**src/rtl/uart_core_txrx.sv**
```systemverilog
// -----------------------------------------------------------------------------
// uart_core_txrx
//
// Serial engine under the memory-mapped UART peripheral. It turns bytes into
// asynchronous frames on uart_txd and recovers bytes from uart_rxd. Timing
// comes from 16x oversampling of the line rate, derived from a single clock.
//
// Default frame is 8N1. Define UART_PARITY_EN to add an even parity bit
// between the data and the stop bit, in both directions.
//
// Parameters
//   freq_hz   system clock frequency in Hz
//   baud      line rate in bit/s
//
// Ports
//   clk        system clock; all logic on the rising edge
//   rst        synchronous reset, active high
//   uart_rxd   serial input, asynchronous to clk, idles high
//   uart_txd   serial output, idles high
//   tx_data    byte to send, captured on the tx_wr rising edge
//   tx_wr      rising edge starts a frame; a held level does nothing more
//   tx_busy    high while a frame is being sent
//   rx_data    last received byte
//   rx_avail   a byte is waiting in rx_data
//   rx_error   framing, overrun or parity error since the last ack
//   rx_ack     rising edge clears rx_avail and rx_error
// -----------------------------------------------------------------------------
module uart_core_txrx #(
  parameter int freq_hz = 25000000,
  parameter int baud    = 115200
) (
  input  logic       clk,
  input  logic       rst,
  input  logic       uart_rxd,
  output logic       uart_txd,
  input  logic [7:0] tx_data,
  input  logic       tx_wr,
  output logic       tx_busy,
  output logic [7:0] rx_data,
  output logic       rx_avail,
  output logic       rx_error,
  input  logic       rx_ack
);

  // Clocks per oversampling tick, rounded to nearest, never below one.
  localparam int DIV_RAW  = (freq_hz + 8 * baud) / (16 * baud);
  localparam int DIV      = (DIV_RAW < 1) ? 1 : DIV_RAW;
  localparam int DIV_W    = (DIV > 1) ? $clog2(DIV) : 1;
  localparam int BIT_CLKS = 16 * DIV;
  localparam int BIT_W    = $clog2(BIT_CLKS);

  localparam logic [DIV_W-1:0] DIV_LAST = DIV_W'(DIV - 1);
  localparam logic [BIT_W-1:0] BIT_LAST = BIT_W'(BIT_CLKS - 1);

  typedef enum logic [2:0] {
    TX_IDLE,
    TX_START,
    TX_DATA,
`ifdef UART_PARITY_EN
    TX_PARITY,
`endif
    TX_STOP
  } tx_state_t;

  typedef enum logic [2:0] {
    RX_IDLE,
    RX_START,
    RX_DATA,
`ifdef UART_PARITY_EN
    RX_PARITY,
`endif
    RX_STOP
  } rx_state_t;

  // ---------------------------------------------------------------------------
  // Free-running oversampling tick and input conditioning
  // ---------------------------------------------------------------------------
  logic [DIV_W-1:0] div_cnt;
  logic             tick;
  logic             tx_wr_q;
  logic             rx_ack_q;
  logic             rxd_s1;
  logic             rxd_s2;
  logic             tx_wr_edge;
  logic             rx_ack_edge;

  // NOTE: every clocked block uses non-blocking assignments so all registers
  // update together from the values present before the edge.
  always_ff @(posedge clk) begin
    if (rst) begin
      div_cnt  <= '0;
      tx_wr_q  <= 1'b0;
      rx_ack_q <= 1'b0;
      // Synchroniser comes out of reset at the idle level so no false start.
      rxd_s1   <= 1'b1;
      rxd_s2   <= 1'b1;
    end else begin
      div_cnt  <= (div_cnt == DIV_LAST) ? '0 : div_cnt + DIV_W'(1);
      tx_wr_q  <= tx_wr;
      rx_ack_q <= rx_ack;
      rxd_s1   <= uart_rxd;
      rxd_s2   <= rxd_s1;
    end
  end

  assign tick        = (div_cnt == DIV_LAST);
  assign tx_wr_edge  = tx_wr & ~tx_wr_q;
  assign rx_ack_edge = rx_ack & ~rx_ack_q;

  // ---------------------------------------------------------------------------
  // Transmitter
  // Bit timing is measured from the frame start rather than from the shared
  // tick, so every transmitted bit is exactly 16*DIV clocks long regardless
  // of where the divider happened to be when tx_wr arrived.
  // ---------------------------------------------------------------------------
  tx_state_t        tx_state;
  logic [7:0]       tx_shift;
  logic [2:0]       tx_idx;
  logic [BIT_W-1:0] tx_cnt;
`ifdef UART_PARITY_EN
  logic             tx_par;
`endif

  always_ff @(posedge clk) begin
    if (rst) begin
      tx_state <= TX_IDLE;
      uart_txd <= 1'b1;
      tx_busy  <= 1'b0;
      tx_shift <= '0;
      tx_idx   <= '0;
      tx_cnt   <= '0;
`ifdef UART_PARITY_EN
      tx_par   <= 1'b0;
`endif
    end else begin
      case (tx_state)
        TX_IDLE: begin
          if (tx_wr_edge) begin
            tx_shift <= tx_data;
`ifdef UART_PARITY_EN
            tx_par   <= ^tx_data;
`endif
            uart_txd <= 1'b0;
            tx_busy  <= 1'b1;
            tx_cnt   <= '0;
            tx_state <= TX_START;
          end
        end
        default: begin
          if (tx_cnt != BIT_LAST) begin
            tx_cnt <= tx_cnt + BIT_W'(1);
          end else begin
            tx_cnt <= '0;
            case (tx_state)
              TX_START: begin
                uart_txd <= tx_shift[0];
                tx_idx   <= '0;
                tx_state <= TX_DATA;
              end
              TX_DATA: begin
                if (tx_idx == 3'd7) begin
`ifdef UART_PARITY_EN
                  uart_txd <= tx_par;
                  tx_state <= TX_PARITY;
`else
                  uart_txd <= 1'b1;
                  tx_state <= TX_STOP;
`endif
                end else begin
                  // Bit 0 of the shift register is always the bit on the line.
                  uart_txd <= tx_shift[1];
                  tx_shift <= {1'b0, tx_shift[7:1]};
                  tx_idx   <= tx_idx + 3'd1;
                end
              end
`ifdef UART_PARITY_EN
              TX_PARITY: begin
                uart_txd <= 1'b1;
                tx_state <= TX_STOP;
              end
`endif
              TX_STOP: begin
                tx_busy  <= 1'b0;
                tx_state <= TX_IDLE;
              end
              default: begin
                uart_txd <= 1'b1;
                tx_busy  <= 1'b0;
                tx_state <= TX_IDLE;
              end
            endcase
          end
        end
      endcase
    end
  end

  // ---------------------------------------------------------------------------
  // Receiver
  // A low seen on a tick opens a frame; eight ticks later the start bit is
  // re-checked near its centre, and every later sample is 16 ticks apart so
  // it also lands mid-bit.
  // ---------------------------------------------------------------------------
  rx_state_t  rx_state;
  logic [3:0] rx_tick_cnt;
  logic [2:0] rx_idx;
  logic [7:0] rx_shift;
`ifdef UART_PARITY_EN
  logic       rx_par_bad;
`endif

  always_ff @(posedge clk) begin
    if (rst) begin
      rx_state    <= RX_IDLE;
      rx_tick_cnt <= '0;
      rx_idx      <= '0;
      rx_shift    <= '0;
      rx_data     <= '0;
      rx_avail    <= 1'b0;
      rx_error    <= 1'b0;
`ifdef UART_PARITY_EN
      rx_par_bad  <= 1'b0;
`endif
    end else begin
      // NOTE: the ack clear is written first so that a byte completing in the
      // same clock overrides it; the last non-blocking assignment wins.
      if (rx_ack_edge) begin
        rx_avail <= 1'b0;
        rx_error <= 1'b0;
      end

      case (rx_state)
        RX_IDLE: begin
          if (tick && !rxd_s2) begin
            rx_tick_cnt <= '0;
            rx_state    <= RX_START;
          end
        end
        RX_START: begin
          if (tick) begin
            if (rx_tick_cnt == 4'd7) begin
              rx_tick_cnt <= '0;
              rx_idx      <= '0;
              // A line back high by mid start bit was only a glitch.
              rx_state    <= rxd_s2 ? RX_IDLE : RX_DATA;
            end else begin
              rx_tick_cnt <= rx_tick_cnt + 4'd1;
            end
          end
        end
        RX_DATA: begin
          if (tick) begin
            rx_tick_cnt <= rx_tick_cnt + 4'd1;
            if (rx_tick_cnt == 4'd15) begin
              rx_shift <= {rxd_s2, rx_shift[7:1]};
              rx_idx   <= rx_idx + 3'd1;
              if (rx_idx == 3'd7) begin
`ifdef UART_PARITY_EN
                rx_state <= RX_PARITY;
`else
                rx_state <= RX_STOP;
`endif
              end
            end
          end
        end
`ifdef UART_PARITY_EN
        RX_PARITY: begin
          if (tick) begin
            rx_tick_cnt <= rx_tick_cnt + 4'd1;
            if (rx_tick_cnt == 4'd15) begin
              rx_par_bad <= (rxd_s2 != ^rx_shift);
              rx_state   <= RX_STOP;
            end
          end
        end
`endif
        RX_STOP: begin
          if (tick) begin
            rx_tick_cnt <= rx_tick_cnt + 4'd1;
            if (rx_tick_cnt == 4'd15) begin
              rx_data <= rx_shift;
              if (rxd_s2) begin
                // Good stop bit: a byte already waiting means overrun.
                rx_avail <= 1'b1;
                if (rx_avail) rx_error <= 1'b1;
              end else begin
                rx_error <= 1'b1;
              end
`ifdef UART_PARITY_EN
              if (rx_par_bad) rx_error <= 1'b1;
`endif
              rx_state <= RX_IDLE;
            end
          end
        end
        default: rx_state <= RX_IDLE;
      endcase
    end
  end

endmodule

```
**config.mk**
```make
export PLATFORM = sky130hd
export DESIGN_NAME = uart_core_txrx
export DESIGN_NICKNAME = d
export VERILOG_FILES = /design/src/rtl/uart_core_txrx.sv
export SDC_FILE = /design/constraint.sdc
export NUM_CORES = 1
export LEC_CHECK = 0
export CORE_MARGIN = 2
export CORE_UTILIZATION = 62
export DETAILED_ROUTE_END_ITERATION = 10
export PLACE_DENSITY = 0.84
export SETUP_SLACK_MARGIN = 0.1
export SLEW_MARGIN = 30
export SYNTH_ARGS = -nofsm -noshare
export SYNTH_HDL_FRONTEND = slang
export SYNTH_SLANG_ARGS = --single-unit
```
**constraint.sdc**
```tcl
create_clock -name clk -period 2.55 [get_ports clk]
set_clock_uncertainty 0.1 [all_clocks]
set_input_delay 0.765 -clock clk [delete_from_list [all_inputs] [get_ports clk]]
set_output_delay 0.765 -clock clk [all_outputs]
set_load 0.01 [all_outputs]
```
Yosys cells after proc, flatten, opt, wreduce, memory -nomap -nowiden. Cells that the tools add are included.

Bits in registers: 60. Input port bits: 13. Output and inout port bits: 12. Logic and storage cells: 133.

$add $sub $neg: 5. Equal/unequal tests: 28. Muxes and demuxes: 55. Bitwise logic cells: 6. Reductions and logical operators: 21.

Operators with widths (count): 8-bit two-way mux (8); 3-bit two-way mux (17); 2-bit inequality test, second input constant (11); 1-bit two-way mux (19); 3-bit one-hot mux with 2 select lines (3); 4-bit two-way mux (4); 3-bit AND reduction (5); 3-bit by 2-bit equality test with 1-bit output, second input constant (4); 3-bit one-hot mux with 4 select lines (1); 4-bit one-hot mux with 3 select lines (1); 4-bit AND reduction (3); 4-bit by 1-bit adder with 4-bit output, second input constant (2); 8-bit by 1-bit adder with 8-bit output, second input constant (1); 4-bit equality test, second input constant (2); 2-bit by 1-bit inequality test with 1-bit output, second input constant (4); 8-bit inequality test, second input constant (1); 8-bit AND reduction (1); 3-bit by 1-bit adder with 3-bit output, second input constant (2); 3-bit by 1-bit equality test with 1-bit output, second input constant (2); 3-bit equality test, second input constant (2); 3-bit logical NOT (2); 2-bit nonzero test (3); 2-bit OR reduction (3); 5-bit AND reduction (1); other kinds (9) (13).

Depth between registers and ports, before layout.
Depth after elaboration: 8. Gate-level depth with buffers: 7. Mapped depth without buffers: 5.

Least setup slack after synthesis. Ideal clock, no wire load.

Path kind: input-to-reg. Start: input rst. End: register tx_cnt[7]. Library setup time: 0.079 ns. Data arrival time: 1.729 ns. Path slack: 0.642 ns. Stages on the path: 4. Path buffers: 1. Cell sequence: buf_2 or2_2 or4_1 o211ai_1.

RTL lines: start, declared (line 33) `input logic rst,`; end signal, assigned (line 151) `tx_cnt <= tx_cnt + BIT_W'(1);`; end, declared (line 119) `logic [BIT_W-1:0] tx_cnt;`.

Worst setup path after layout.
Start: register uart_txd. End: output uart_txd.

RTL lines: start, declared (line 35) `output logic uart_txd,`; start signal, assigned (line 156) `uart_txd <= tx_shift[0];`; start signal, assigned (line 171) `uart_txd <= tx_shift[1];`.

No word-level cell between the ends.

==> results.yml <==
run_status:
  status: "finished clean"
layout:
  syn_to_final_growth_pct: 14.5
  final_cell_mix: "dfxtp_1, nand4_1, clkdlybuf4s50_1"
  final_area_mm2: 0.00357
  nets: 381
  mostFrequentLayoutCell: "dfxtp_1"
  antenna_cells: 0
  drive_gt1_frac: 0.125
global_route:
  grt.overflow.total: 0
  busiest_layer: "met2"
  grt_first_pass_wirelength_mm: 11.5
  antenna_found_initial: 0
  grt_max_degree: 36
  first_global_vias: 2482
  grtUsageMet1: 0.336
  use_met2: 0.441
  track_usage: 0.272
  use_met3: 0.0656
detailed_routing:
  via_count: 2754
  drt_iter0_drc: 210
  ant_nets: 0
  vias_per_cell: 6.43
  wl_per_cell_um: 16.1
  wirelength_mm: 6.90
  drc_errors: 0
  drtPass1Iterations: 4
cts:
  cts_resized: 0
  cts_buffer_depth: 2
  numCtsBuffers: 9
  post-cts-setup-buffers: 0
  clock_latency_ps: 360
  cts-root-buf: "clkbuf_8"
  numClockSinks: 58
  cts_tree: "built"
  cts_hold_buffers: 0
  clkTransAtPathRegs_ps: 70
  htreeDepth: 3
critical_path:
  startpoint: "uart_txd$_SDFFE_PP1P_"
  cpPeakStageDelay_ps: 550
  arrival_ps: 1270
  cp.required_ps: 1690
  r2r_start: "tx_cnt[0]$_SDFFE_PP0P_"
  start_kind: "register"
  crit_chain: "clkdlybuf4s50_1"
  cp_max_fo: 3
  critPathKind: "reg2out"
  worst_setup_path_end_kind: "output port"
  cp_num_buf_inv: 1
  path_delay_family: "buffers and inverters"
  crit_path_top_delay_cell: "clkdlybuf4s50_1"
die:
  start_util: 0.652
  fp.dieH_um: 74.9
  die_area_mm2: 0.00562
  pin_count: 25
  die_x_um: 74.9
  core_area_mm2: 0.00479
  core.rowCount: 25
sta:
  fin_tns_setup_ps: 0
  relSlewSlack: 0.637
  rsz0062_at_grt: "false"
  finalCriticalPeriod_ps: 2140
  hold_violations: 0
  setup_viol: 0
  slew_viol_final: 0
  worst_pin_slew_ps: 544
  fin_crit_sh: 0.838
  clock.fmax_mhz: 468
placed_design:
  dpl-instance-area_mm2: 0.00337
  port_buffers: 24
  routabilityCongestion: 0.796
  dpl.hpwl_mm: 4.44
logic_synthesis:
  synthArstFlopShare: 0
  ys.warnings.count: 0
  synth_seq_area_share: 0.372
  synth_fp_nets: 368
  synth-main-ff-cell: "dfxtp_1"
  netlist_instances: 343
  synth_area_mm2: 0.00312
  synth-edff-count: 0
  synth.avg_cell_area_um2: 9.10
  synth.distinct_cells: 57
  ys_ff_latch: 58
power:
  p_per_area_mw_per_mm2: 568
  cellLeakagePower_nw: 1.33
  ir_drop_mv: 0.398
run:
  cap_viol_max_count: 0
hold_path:
  min_path_type: "reg2reg"
  holdCritStartpoint: "rxd_s1$_SDFF_PP1_"
power breakdown:
part | switching [W] | internal (W)
logic | 0.000102 | 0.0000999
registers | 0.0000204 | 0.000931
clock network | 0.000398 | 0.000476
total | 0.000520 | 0.00151
metal layers:
metal | vias up | wire length, um
met4 | 0 | 114
met5 | - | 0
met2 | 79 | 3440
met3 | 9 | 344
li1 | 1327 | -
met1 | 1339 | 2990
state kept, by name, indices dropped and copies added, names as in the netlist, 2 cells and up:
register / count
rx_state: 2
tx_shift: 8
div_cnt: 4
rx_tick_cnt: 4
rx_shift: 8
tx_state: 2
rx_data: 8
tx_cnt: 8
rx_idx: 3
tx_idx: 3
synthesized netlist by cell type, types with 4 or more instances:
| master | count | area (um2) |
|---|---|---|
| nor2_1 | 5 | 18.8 |
| o31ai_1 | 10 | 75.1 |
| clkbuf_1 | 13 | 48.8 |
| mux2i_1 | 12 | 120 |
| nor2b_1 | 12 | 75.1 |
| nand2_1 | 18 | 67.6 |
| nor3_1 | 5 | 25.0 |
| inv_1 | 7 | 26.3 |
| buf_2 | 14 | 70.1 |
| mux2_2 | 7 | 78.8 |
| dfxtp_1 | 58 | 1160 |
| ha_1 | 12 | 150 |
| nand2b_1 | 6 | 37.5 |
| and4b_1 | 4 | 40.0 |
| o21ai_0 | 11 | 55.1 |
| a21oi_1 | 23 | 115 |
| o211ai_1 | 4 | 30.0 |
| or2_2 | 5 | 31.3 |
| nand4_1 | 25 | 156 |
| o311ai_0 | 8 | 70.1 |
| nand3b_1 | 10 | 75.1 |
| nand3_1 | 23 | 115 |
cell families after synthesis:
| logic type | count (synthesis) | synth area share |
|---|---|---|
| compound gates | 75 | 0.167 |
| xor+xnor | 3 | 0.00842 |
| fa+ha+maj | 12 | 0.0481 |
| buf+inv | 38 | 0.0545 |
| flops | 58 | 0.372 |
| mux | 19 | 0.0638 |
| simple gates | 138 | 0.286 |
worst paths after layout:
path | to | slack (ps) | cells past startpoint
setup / recovery | uart_txd | 410 | 1
hold / removal | rxd_s2$_SDFF_PP1_ | 320 | 1
setup reg to reg | tx_idx[1]$_SDFFE_PP0P_ | 500 | 4
hold reg to reg | rxd_s2$_SDFF_PP1_ | 320 | 1
worst reg2reg max path: cells and delay by family (launching register included):
| kind | cells | cell delay, ps |
|---|---|---|
| compound gates | 1 | 210 |
| flops | 1 | 430 |
| fa+ha+maj | 1 | 280 |
| simple gates | 2 | 980 |
layout make-up:
| type | count | area, um2 |
|---|---|---|
| multi-input combinational | 247 | 1790 |
| fill | 372 | 1210 |
| sequential | 58 | 1160 |
| timing repair buffer | 33 | 308 |
| clock buffer | 10 | 138 |
| tap | 67 | 83.8 |
| clock inverter | 6 | 66.3 |
| inverter | 7 | 26.3 |
per-stage QoR:
stage	instances	setup slack, ps	hold WS [ps]	total power (W)	utilization
floorplan	343	642	289	0.00110	-
global placement	412	255	293	0.00117	0.704
detailed placement	412	227	305	0.00117	0.704
CTS	428	405	320	0.00203	0.746
global route	428	268	331	0.00210	0.746
finish	428	414	316	0.00203	0.746
No activity file was read; power rests on OpenSTA's default activity.
